[src/rtl/seq_restoring_divider_if.sv]
// Request/response bundle for the sequential restoring divider.
// The datapath drives start and operands (master); the divider drives
// the handshake status and the registered results (slave).
interface seq_restoring_divider_if #(
  parameter int WIDTH = 4
);
  logic             start;
  logic [WIDTH-1:0] dividend;
  logic [WIDTH-1:0] divisor;
  logic             busy;
  logic             done;
  logic [WIDTH-1:0] quotient;
  logic [WIDTH-1:0] remainder;
  logic             div_by_zero;

  modport master (
    output start, dividend, divisor,
    input  busy, done, quotient, remainder, div_by_zero
  );

  modport slave (
    input  start, dividend, divisor,
    output busy, done, quotient, remainder, div_by_zero
  );
endinterface

[src/rtl/seq_restoring_divider.sv]
// Sequential unsigned restoring divider: one quotient bit per clock, MSB
// first. A request is taken on start while idle. done pulses for one cycle
// once the registered quotient/remainder are valid. Divide-by-zero skips
// the iteration and reports all-ones quotient with the dividend as remainder.
module seq_restoring_divider #(
  parameter int WIDTH = 4
) (
  input  logic                   clk,
  input  logic                   rst_n,
  seq_restoring_divider_if.slave bus
);
  localparam int CW = $clog2(WIDTH);
  localparam logic [CW-1:0] LAST_STEP = CW'(WIDTH - 1);

  localparam logic [1:0] ST_IDLE = 2'd0;
  localparam logic [1:0] ST_RUN  = 2'd1;
  localparam logic [1:0] ST_FIN  = 2'd2;

  logic [1:0]       state_q, state_d;
  logic [CW-1:0]    cnt_q, cnt_d;
  logic [WIDTH:0]   r_q, r_d;       // partial remainder, one guard bit
  logic [WIDTH-1:0] q_q, q_d;       // dividend shifting out, quotient shifting in
  logic [WIDTH-1:0] dvs_q, dvs_d;
  logic             dz_q, dz_d;
  logic             busy_q, busy_d;
  logic             done_q, done_d;
  logic [WIDTH-1:0] quo_q, quo_d;
  logic [WIDTH-1:0] rem_q, rem_d;
  logic             dbz_q, dbz_d;

  // Trial subtraction of the shifted partial remainder. One extra bit above
  // the W+1-bit shifted value carries the borrow, i.e. the sign of T.
  logic [WIDTH+1:0] trial;
  assign trial = {r_q, q_q[WIDTH-1]} - (WIDTH+2)'(dvs_q);

  // Next-state and datapath update for the IDLE/RUN/FIN sequence.
  always_comb begin
    state_d = state_q;
    cnt_d   = cnt_q;
    r_d     = r_q;
    q_d     = q_q;
    dvs_d   = dvs_q;
    dz_d    = dz_q;
    busy_d  = busy_q;
    done_d  = 1'b0;
    quo_d   = quo_q;
    rem_d   = rem_q;
    dbz_d   = dbz_q;
    case (state_q)
      ST_IDLE: begin
        if (bus.start) begin
          dvs_d  = bus.divisor;
          q_d    = bus.dividend;
          r_d    = '0;
          cnt_d  = '0;
          busy_d = 1'b1;
          if (bus.divisor == '0) begin
            dz_d    = 1'b1;
            state_d = ST_FIN;
          end else begin
            dz_d    = 1'b0;
            state_d = ST_RUN;
          end
        end
      end
      ST_RUN: begin
        // Negative trial result means restore: keep the shifted remainder.
        if (trial[WIDTH+1]) begin
          r_d = {r_q[WIDTH-1:0], q_q[WIDTH-1]};
          q_d = {q_q[WIDTH-2:0], 1'b0};
        end else begin
          r_d = trial[WIDTH:0];
          q_d = {q_q[WIDTH-2:0], 1'b1};
        end
        cnt_d = cnt_q + 1'b1;
        if (cnt_q == LAST_STEP) state_d = ST_FIN;
      end
      ST_FIN: begin
        if (dz_q) begin
          quo_d = '1;
          rem_d = q_q;
          dbz_d = 1'b1;
        end else begin
          quo_d = q_q;
          rem_d = r_q[WIDTH-1:0];
          dbz_d = 1'b0;
        end
        done_d  = 1'b1;
        busy_d  = 1'b0;
        state_d = ST_IDLE;
      end
      default: state_d = ST_IDLE;
    endcase
  end

  // State and result registers; reset wins over any operation in flight.
  always_ff @(posedge clk) begin
    if (!rst_n) begin
      state_q <= ST_IDLE;
      cnt_q   <= '0;
      r_q     <= '0;
      q_q     <= '0;
      dvs_q   <= '0;
      dz_q    <= 1'b0;
      busy_q  <= 1'b0;
      done_q  <= 1'b0;
      quo_q   <= '0;
      rem_q   <= '0;
      dbz_q   <= 1'b0;
    end else begin
      state_q <= state_d;
      cnt_q   <= cnt_d;
      r_q     <= r_d;
      q_q     <= q_d;
      dvs_q   <= dvs_d;
      dz_q    <= dz_d;
      busy_q  <= busy_d;
      done_q  <= done_d;
      quo_q   <= quo_d;
      rem_q   <= rem_d;
      dbz_q   <= dbz_d;
    end
  end

  assign bus.busy        = busy_q;
  assign bus.done        = done_q;
  assign bus.quotient    = quo_q;
  assign bus.remainder   = rem_q;
  assign bus.div_by_zero = dbz_q;
endmodule

[src/flat_wrapper.sv]
// flat-port wrapper written by rule: the top's interface ports become plain ports
module seq_restoring_divider_flat 
#(
  parameter int WIDTH = 4
)
  (clk, rst_n, bus_start, bus_dividend, bus_divisor, bus_busy, bus_done, bus_quotient, bus_remainder, bus_div_by_zero);
  seq_restoring_divider_if #(.WIDTH(WIDTH)) bus_i ();
  input  logic clk;
  input  logic rst_n;
  input wire logic [$bits(bus_i.start)-1:0] bus_start;
  input wire logic [$bits(bus_i.dividend)-1:0] bus_dividend;
  input wire logic [$bits(bus_i.divisor)-1:0] bus_divisor;
  output wire logic [$bits(bus_i.busy)-1:0] bus_busy;
  output wire logic [$bits(bus_i.done)-1:0] bus_done;
  output wire logic [$bits(bus_i.quotient)-1:0] bus_quotient;
  output wire logic [$bits(bus_i.remainder)-1:0] bus_remainder;
  output wire logic [$bits(bus_i.div_by_zero)-1:0] bus_div_by_zero;
  assign bus_i.start = bus_start;
  assign bus_i.dividend = bus_dividend;
  assign bus_i.divisor = bus_divisor;
  assign bus_busy = bus_i.busy;
  assign bus_done = bus_i.done;
  assign bus_quotient = bus_i.quotient;
  assign bus_remainder = bus_i.remainder;
  assign bus_div_by_zero = bus_i.div_by_zero;
  seq_restoring_divider #(.WIDTH(WIDTH)) u_core (.clk(clk), .rst_n(rst_n), .bus(bus_i));
endmodule
[config.mk]
export PLATFORM = sky130hd
export DESIGN_NAME = seq_restoring_divider_flat
export DESIGN_NICKNAME = d
export VERILOG_FILES = /design/src/rtl/seq_restoring_divider_if.sv /design/src/rtl/seq_restoring_divider.sv /design/src/flat_wrapper.sv
export SDC_FILE = /design/constraint.sdc
export NUM_CORES = 1
export LEC_CHECK = 0
export ABC_AREA = 1
export CORE_ASPECT_RATIO = 0.5
export CORE_MARGIN = 5
export CORE_UTILIZATION = 40
export CTS_BUF_LIST = sky130_fd_sc_hd__clkbuf_4 sky130_fd_sc_hd__clkbuf_8
export DETAILED_ROUTE_END_ITERATION = 7
export GPL_TIMING_DRIVEN = 0
export PLACE_DENSITY_LB_ADDON = 0.3
export SLEW_MARGIN = 20
export SYNTH_ARGS = -nofsm -noshare
export SYNTH_HDL_FRONTEND = slang
export SYNTH_SLANG_ARGS = --single-unit
[constraint.sdc]
create_clock -name clk -period 3.6 [get_ports clk]
set_input_delay 0.72 -clock clk [delete_from_list [all_inputs] [get_ports clk]]
set_output_delay 0.72 -clock clk [all_outputs]
set_load 0.01 [all_outputs]
==> reports/qor.txt <==
status - completed
Routed WL - 3.205 mm
Pre-antenna DRT Iters - 4
Fin Setup TNS - 0 ns
relative slew slack - 70.40%
clock skew - 0.005177 ns
CP max FO - 2
drt drc - 0
GRT overflow - 0
vias in the first global route - 1279
Gate Count Post-Synth - 187
CP arrival - 1.17 ns
CTS Hold Bufs - 0
Crit path depth - 1
Skew-Pair Late Insertion Delay - 0.28 ns
Worst Slack Setup Final - 1.714 ns
Final Cell Area - 1802 sq um
layout net count - 232
slowest stage cell on the critical path - clkdlybuf4s50_1
via count - 1291
DIE AREA - 4877 sq um
global-route wire length before repair - 5.644 mm
commonest non-fill, non-tap cell in the layout - nand2_1
Via density - 4.835
DP Wirelength - 2.394 mm
placed cell area - 1682 sq um
Core Region - 3416 sq um
CP bufs+invs - 1
final weighted congestion in routability-driven placement - 0.7693
Crit Path Class - flop to output pin
routed len/inst - 12.00 um
CTS Buffer Depth - 2
antenna violations before repair - 0
CTS tree - done
total power - 1.052 mW
CP Cell Sequence - clkdlybuf4s50_1
r2r worst-path depth - 10
share of layout cells above drive strength 1 - 11.11%
I/O pin total - 22
Die Wd - 93.89 um
sequential cell area - 580.6 sq um
hold_ws - 0.4606 ns
crit path time final - 1.886 ns
post-CTS sizing - 0
VDD IR max - 241.3 uV
max-slew violation count - 0
most frequent cells in the layout - nand2_1, dfxtp_1, a21oi_1
Starting Density - 41.21%
Worst EP required - 2.88 ns
Tcrit/Tclk final - 52.39%
critical path's top delay family - buffers and inverters
Post-DRT Antenna Nets - 0
Syn Nets - 204
Cell Pwr Density - 583.9 nW/um^2
H-tree depth - 2
Detailed Route Iter0 Violations - 45
Mean Syn Cell Area - 7.527 sq um
Synth Register Bits - 29
Clock transition at path regs - 0.07 ns
cts bufs inserted - 5
area occupied by multi-input gates - 718.2 sq um
largest net degree at the start of global routing - 11
library cells used by synthesis - 24
Worst setup SP type - flop
# port buffers - 21
synthesis-to-layout area growth - 28.00%
gr usage total - 14.95%
number of diodes - 0
crit end category - output pin
sequential share of the synthesized area - 41.24%
Fin. Hold Viols - 0
clock root cell - clkbuf_8
yosys warns - 0
Die Ht - 51.95 um
RSZ-0062 raised after global routing - false
cell row count - 15
Worst-Margin Slew - 0.4440 ns
max cap viols - 0
Hold Crit Depth - 1
Hold Path Class - flop to flop
crit-path max cell delay - 0.54 ns
clk sinks - 29
Max Fclk - 530.2 MHz
Post-Syn Area - 1408 sq um
post-CTS setup buffers - 0
fill count - 348
post-place setup slack - 1.525 ns
Static Leak - 0.7329 nW
final setup vio count - 0
## cell type report
cell class | instances | share of cell area (%)
clock inverters | 2 | 2.083
plain buffers | 5 | 1.458
inverters | 22 | 4.583
flip-flops and latches | 29 | 32.22
repair buffers | 21 | 11.67
clock buffers | 6 | 4.583
well taps | 51 | 3.542
multi-input cells | 131 | 39.86
## cell usage after synthesis, drive strengths merged
library cell / instances / share of area, %
a21oi: 24 / 8.5
clkbuf: 3 / 0.80
a2111oi: 1 / 1.1
nand4: 2 / 1.8
a211oi: 1 / 0.53
nand3b: 2 / 1.1
inv: 21 / 5.6
dfxtp: 29 / 41
fa: 1 / 1.4
nand2: 40 / 11
nor3: 1 / 0.36
ha: 5 / 4.4
a31oi: 4 / 1.8
nor2: 13 / 4.7
clkinv: 1 / 0.27
buf: 2 / 1.1
o21ai: 16 / 5.7
xnor2: 1 / 0.62
nand3: 20 / 7.8
## stage by stage
stage                     std cells  util (%)
after global routing            267     52.75
final                           267     52.75
after detailed placement        259     49.23
after floorplan                 187         -
after CTS                       267     52.75
after global placement          259     49.23
## layer usage
layer / routed length, um / track usage [%] / vias to the layer above
li1: - / - / 680
met1: 1623 / 18.58 / 588
met2: 1449 / 25.26 / 19
met3: 99 / 4.046 / 4
met4: 33 / 5.036 / 0
met5: 0 / 0 / -
## worst paths after layout
check                                        from                      endpoint  slack [ns]
max          u_core.bus.remainder[1]$_SDFFE_PN0P_              bus_remainder[1]        1.71
min reg2reg          u_core.cnt_q[0]$_SDFFE_PN0P_  u_core.cnt_q[0]$_SDFFE_PN0P_        0.46
min                  u_core.cnt_q[0]$_SDFFE_PN0P_  u_core.cnt_q[0]$_SDFFE_PN0P_        0.46
max reg2reg            u_core.q_q[3]$_SDFFE_PN0P_    u_core.r_q[4]$_SDFFE_PN0P_        1.86
## state kept, by name, indices dropped and copies added, names as in the netlist
| register | flops |
|---|---|
| u_core.bus.done | 1 |
| u_core.bus.quotient | 4 |
| u_core.bus.busy | 1 |
| u_core.q_q | 4 |
| u_core.bus.div_by_zero | 1 |
| u_core.r_q | 5 |
| u_core.cnt_q | 2 |
| u_core.dvs_q | 4 |
| u_core.dz_q | 1 |
| u_core.state_q | 2 |
| u_core.bus.remainder | 4 |
## power breakdown
part	leakage (nW)	internal [mW]	switching (mW)	total, mW
Sequential	0.237	0.353	0.0307	0.384
Clock	0.0574	0.225	0.130	0.355
Combinational	0.438	0.127	0.187	0.314
## kinds of logic after synthesis
family	share of synthesized area [%]
buf+inv	7.732
compound gates	17.60
xor+xnor	0.6223
flops	41.24
simple gates	26.93
fa+ha+maj	5.867
Note: power is estimated with default switching activity, not from simulation.
